--- src/rtl/irq_pend_24.sv ---
// Interrupt pending/capture stage: synchronises sources, captures edges or levels,
// masks the pending vector for the OR tree and offers a lowest-index claim port.
module irq_pend_24 #(
  parameter int N_SRC       = 24,
  parameter int SYNC_STAGES = 2,
  parameter int ID_W        = (N_SRC > 1) ? $clog2(N_SRC) : 1
) (
  input  logic             clk,
  input  logic             rst,
  input  logic [N_SRC-1:0] src_i,
  input  logic [N_SRC-1:0] cfg_edge,
  input  logic [N_SRC-1:0] cfg_en,
  input  logic             clr_vld,
  input  logic [N_SRC-1:0] clr_mask,
  output logic [N_SRC-1:0] pend_o,
  output logic [N_SRC-1:0] irq_masked_o,
  output logic             claim_vld_o,
  output logic [ID_W-1:0]  claim_id_o,
  input  logic             claim_rdy_i
);

  logic [SYNC_STAGES-1:0][N_SRC-1:0] sync_q;
  logic [N_SRC-1:0]                  s_d_q;
  logic [N_SRC-1:0]                  pend_q;
  logic                              claim_vld_q;
  logic [ID_W-1:0]                   claim_id_q;

  logic [N_SRC-1:0] s_s;
  logic [N_SRC-1:0] set_s;
  logic [N_SRC-1:0] claim_clr_s;
  logic [N_SRC-1:0] clr_s;
  logic [N_SRC-1:0] pend_d;
  logic [N_SRC-1:0] cand_s;
  logic             claim_vld_d;
  logic [ID_W-1:0]  claim_id_d;
  logic             hs_s;

  assign s_s   = sync_q[SYNC_STAGES-1];
  assign set_s = s_s & ~s_d_q;
  assign hs_s  = claim_vld_q & claim_rdy_i;

  always_ff @(posedge clk or posedge rst) begin
    if (rst) begin
      sync_q <= '0;
      s_d_q  <= '0;
    end else begin
      sync_q <= {sync_q[SYNC_STAGES-2:0], src_i};
      s_d_q  <= s_s;
    end
  end

  // An accepted claim only clears the claimed bit, and only if it is an edge source.
  always_comb begin
    claim_clr_s = '0;
    for (int i = 0; i < N_SRC; i++) begin
      if (hs_s && (claim_id_q == ID_W'(i)) && cfg_edge[i]) begin
        claim_clr_s[i] = 1'b1;
      end else begin
        claim_clr_s[i] = 1'b0;
      end
    end
  end

  assign clr_s = ({N_SRC{clr_vld}} & clr_mask) | claim_clr_s;

  // Edge sources: a new edge beats any clear in the same cycle. Level sources track s.
  always_comb begin
    pend_d = '0;
    for (int i = 0; i < N_SRC; i++) begin
      if (cfg_edge[i]) begin
        pend_d[i] = set_s[i] | (pend_q[i] & ~clr_s[i]);
      end else begin
        pend_d[i] = s_s[i];
      end
    end
  end

  assign cand_s = pend_d & cfg_en;

  always_comb begin
    claim_vld_d = 1'b0;
    claim_id_d  = '0;
    for (int i = N_SRC - 1; i >= 0; i--) begin
      if (cand_s[i]) begin
        claim_vld_d = 1'b1;
        claim_id_d  = ID_W'(i);
      end else begin
        claim_id_d  = claim_id_d;
      end
    end
  end

  always_ff @(posedge clk or posedge rst) begin
    if (rst) begin
      pend_q      <= '0;
      claim_vld_q <= 1'b0;
      claim_id_q  <= '0;
    end else begin
      pend_q      <= pend_d;
      claim_vld_q <= claim_vld_d;
      claim_id_q  <= claim_id_d;
    end
  end

  assign pend_o       = pend_q;
  assign irq_masked_o = pend_q & cfg_en;
  assign claim_vld_o  = claim_vld_q;
  assign claim_id_o   = claim_id_q;

endmodule

--- config.mk ---
export PLATFORM = sky130hd
export DESIGN_NAME = irq_pend_24
export DESIGN_NICKNAME = d
export VERILOG_FILES = /design/src/rtl/irq_pend_24.sv
export SDC_FILE = /design/constraint.sdc
export NUM_CORES = 1
export LEC_CHECK = 0
export BUFFER_PORTS_ARGS = -buffer_cell sky130_fd_sc_hd__buf_2
export CELL_PAD_IN_SITES_DETAIL_PLACEMENT = 0
export CELL_PAD_IN_SITES_GLOBAL_PLACEMENT = 1
export CORE_AREA = 2 2 114 116
export CTS_BUF_LIST = sky130_fd_sc_hd__clkbuf_4
export DETAILED_ROUTE_END_ITERATION = 10
export DIE_AREA = 0 0 116 118
export PLACE_DENSITY_LB_ADDON = 0.1
export SKIP_LAST_GASP = 1
export SLEW_MARGIN = 10
export SYNTH_ARGS = -nofsm -noshare
export SYNTH_HDL_FRONTEND = slang
export SYNTH_SLANG_ARGS = --single-unit
--- constraint.sdc ---
create_clock -name clk -period 4 [get_ports clk]
set_clock_uncertainty 0.1 [all_clocks]
set_input_delay 0.4 -clock clk [delete_from_list [all_inputs] [get_ports clk]]
set_output_delay 0.4 -clock clk [all_outputs]
set_load 0.02 [all_outputs]
==> summary.json <==
{
  "yosysMostFrequentCell": "sky130_fd_sc_hd__dfrtp_1",
  "finalHoldViolations": 0,
  "synth.top_cells.by_count": "102 x sky130_fd_sc_hd__dfrtp_1, 65 x sky130_fd_sc_hd__nand2_1, 30 x sky130_fd_sc_hd__and2_1",
  "grt.total_usage_pct": 17.1,
  "count_of_flip_flops_with_a_built_in_enable_after_synthesis": 0,
  "worstPathArrival_ns": 2.94,
  "rr_endpoint": "claim_vld_o$_DFF_PP0_",
  "critical_path.endpoint_type": "flip-flop",
  "netlist_instances": 357,
  "timing.critical_path.required_ns": 4.22,
  "worstMarginPinSlew_ns": 0.906,
  "p_leak_nw": 2.60,
  "maxClockFrequency_mhz": 368,
  "grt_pass1_wl_mm": 18.0,
  "ios": 154,
  "floorplan.die.height_um": 118,
  "power.total_mw": 2.08,
  "drt_iter0_markers": 136,
  "yosys.area.top_type_share_pct": 62.8,
  "cts_resized": 0,
  "die-area_um2": 13700,
  "detail_route.first_pass.iterations": 6,
  "detailed_route_wire_length_mm": 11.2,
  "pin_count_of_the_biggest_net_entering_global_routing": 73,
  "share_of_post_route_cells_with_drive_strength_above_1_pct": 32.8,
  "pre_cts_slack_ns": 1.36,
  "rsz0062_at_grt": "false",
  "ys_seq_area_share_pct": 62.8,
  "clk_root_buffer_cell": "sky130_fd_sc_hd__clkbuf_4",
  "grt_remaining_overflow": 0,
  "finalNetCount": 640,
  "count_of_endpoints_failing_setup_in_the_final_report": 0,
  "timing.reg2reg.setup_slack_ns": 1.29,
  "via_count": 3381,
  "wire_per_inst_um": 15.6,
  "count_of_cells_along_the_worst_register_to_register_path": 6,
  "fin_crit_sh_pct": 67.8,
  "total_clock_buffers_created_by_cts": 9,
  "cap_viol_max_count": 0,
  "status": "complete, no violations",
  "clock_tree.buffer_depth": 2,
  "detail-route-antenna-nets": 0,
  "powerDensity_nw_per_um2": 385,
  "gpl.final_weighted_congestion": 0.834,
  "syn_to_final_growth_pct": 32.8,
  "fillerInstances": 1240,
  "worst_setup_hold_path_clk_slew_ns": 0.16,
  "yosys-top-cells-area": "sky130_fd_sc_hd__dfrtp_1 63%, sky130_fd_sc_hd__nand2_1 6.0%, sky130_fd_sc_hd__and2_1 4.6%, sky130_fd_sc_hd__nand3_1 3.1%, sky130_fd_sc_hd__a22o_1 1.9%",
  "cp_max_fo": 17,
  "final_critical_path_setup_slack_ns": 1.29,
  "syn_avg_cell_area_um2": 11.4,
  "worst_skew_pair.late_latency_ns": 0.45,
  "antennaDiodeCount": 0,
  "timing_worst_setup_path_type": "flip-flop to flip-flop",
  "die-width_um": 116,
  "worstHoldPathType": "primary input to asynchronous set/reset pin",
  "grt_pass1_vias": 3536,
  "yosysWarnings": 0,
  "slew_headroom_pct": 39.6,
  "dominant_register_cell_in_the_synthesized_netlist": "sky130_fd_sc_hd__dfrtp_1",
  "placeableCoreArea_um2": 12400,
  "drcViolationCount": 0,
  "num_rows": 41,
  "cp-start-kind": "flip-flop",
  "place_hpwl_mm": 8.57,
  "cts.sinks": 102,
  "drv_slew": 0,
  "worst_ir_drop_vdd_uv": 150,
  "async_reset_ff_share_pct": 100,
  "netlist.top_cell.by_area": "sky130_fd_sc_hd__dfrtp_1",
  "worst_hold_slack_ns": 0.0269,
  "mappedNetlistNets": 457,
  "reg2reg_from": "claim_id_o[2]$_DFF_PP0_",
  "setup_total_negative_slack_ns": 0,
  "syn-cell-area_um2": 4070,
  "port_buffers": 153,
  "grt_antenna_before_repair": 0,
  "ys_seq_elements": 102,
  "drt-vias-per-instance": 4.72,
  "initial_utilization_pct": 32.7,
  "cts_tree": "built",
  "clock_period_minus_final_worst_setup_slack_ns": 2.71,
  "post-route-util_pct": 43.5,
  "synth.distinct_cells": 48,
  "cts_htree_levels": 3
}
==> cells in the final DEF (no fill, tap or decap), drive strengths merged, types with 5 or more instances in the layout <==
cell / count
nor3: 6
nand4: 8
clkbuf: 9
dfrtp: 102
o21ai: 16
nand2: 65
a21oi: 15
and2: 30
dlygate4sd3: 24
a21o: 5
buf: 154
and3: 8
a22o: 9
nand3: 25
a21boi: 5
==> per-layer routing <==
metal / vias up / wire, µm / track usage (%)
met5: - / 0 / 0
met1: 1607 / 5360 / 24.6
met4: 0 / 129 / 4.76
li1: 1659 / - / -
met2: 106 / 5200 / 26.3
met3: 9 / 523 / 3.40
==> state kept, by name, summed over array words and instances, names as in the netlist <==
| signal | count |
|---|---|
| sync_q | 24 |
| claim_id_o | 5 |
| pend_o | 24 |
| s_d_q | 24 |
| claim_vld_o | 1 |
| s_s | 24 |
==> through the flow <==
step                instance area, µm²  instances
finish                            5400        717
CTS                               5400        717
detailed placement                5030        677
floorplan                         4070        357
global route                      5400        717
global placement                  5030        677
==> power by group <==
part | total (mW) | internal (mW) | leakage [nW] | switching [mW]
clock network | 0.523 | 0.187 | 0.0712 | 0.336
registers | 1.15 | 1.10 | 1.19 | 0.0554
logic | 0.400 | 0.162 | 1.33 | 0.238
==> worst max-delay path by stage <==
stage                            start                 endpoint  slack (ns)  depth (start not counted)
2_1_floorplan                      rst  claim_id_o[0]$_DFF_PP0_        0.82                          1
4_1_cts        claim_id_o[2]$_DFF_PP0_    claim_vld_o$_DFF_PP0_        1.33                          6
6_report       claim_id_o[2]$_DFF_PP0_    claim_vld_o$_DFF_PP0_        1.29                          6
5_1_grt        claim_id_o[2]$_DFF_PP0_    claim_vld_o$_DFF_PP0_        1.12                          6
3_5_place_dp               claim_rdy_i    claim_vld_o$_DFF_PP0_        1.36                          8
3_3_place_gp               claim_rdy_i    claim_vld_o$_DFF_PP0_        1.26                          8
==> cell type report <==
class                      instances  area [µm²]  share of cell area [%]
sequential                       102        2550                    47.3
timing repair buffer             178        1010                    18.8
tap                              172         215                    3.99
clock inverter                     7        63.8                    1.18
clock buffer                       9        67.6                    1.25
multi-input combinational        246        1470                    27.3
inverter                           3        13.8                   0.255
==> critical path, cell delays in order, from the launching register on <==
cell                        delay (ns)
sky130_fd_sc_hd__dfrtp_1          0.62
sky130_fd_sc_hd__nor4_1           0.61
sky130_fd_sc_hd__o21ai_1          0.33
sky130_fd_sc_hd__a2111oi_2        0.48
sky130_fd_sc_hd__nand4_1          0.22
sky130_fd_sc_hd__nor2_1           0.14
sky130_fd_sc_hd__nand3_1          0.08
==> logic make-up after synthesis <==
kind of cell           count (synthesis)  share of synthesized area [%]
AOI/OAI and AO/OA                     81                           15.0
buffers and inverters                  9                           1.02
DFF                                  102                           62.8
and+or+nand+nor                      165                           21.2
==> repair_timing <==
action,CTS,global route
setup buffers,0,0
hold buffers,24,0
endpoints found under the hold margin,24,0
No activity file was read; power rests on OpenSTA's default activity.
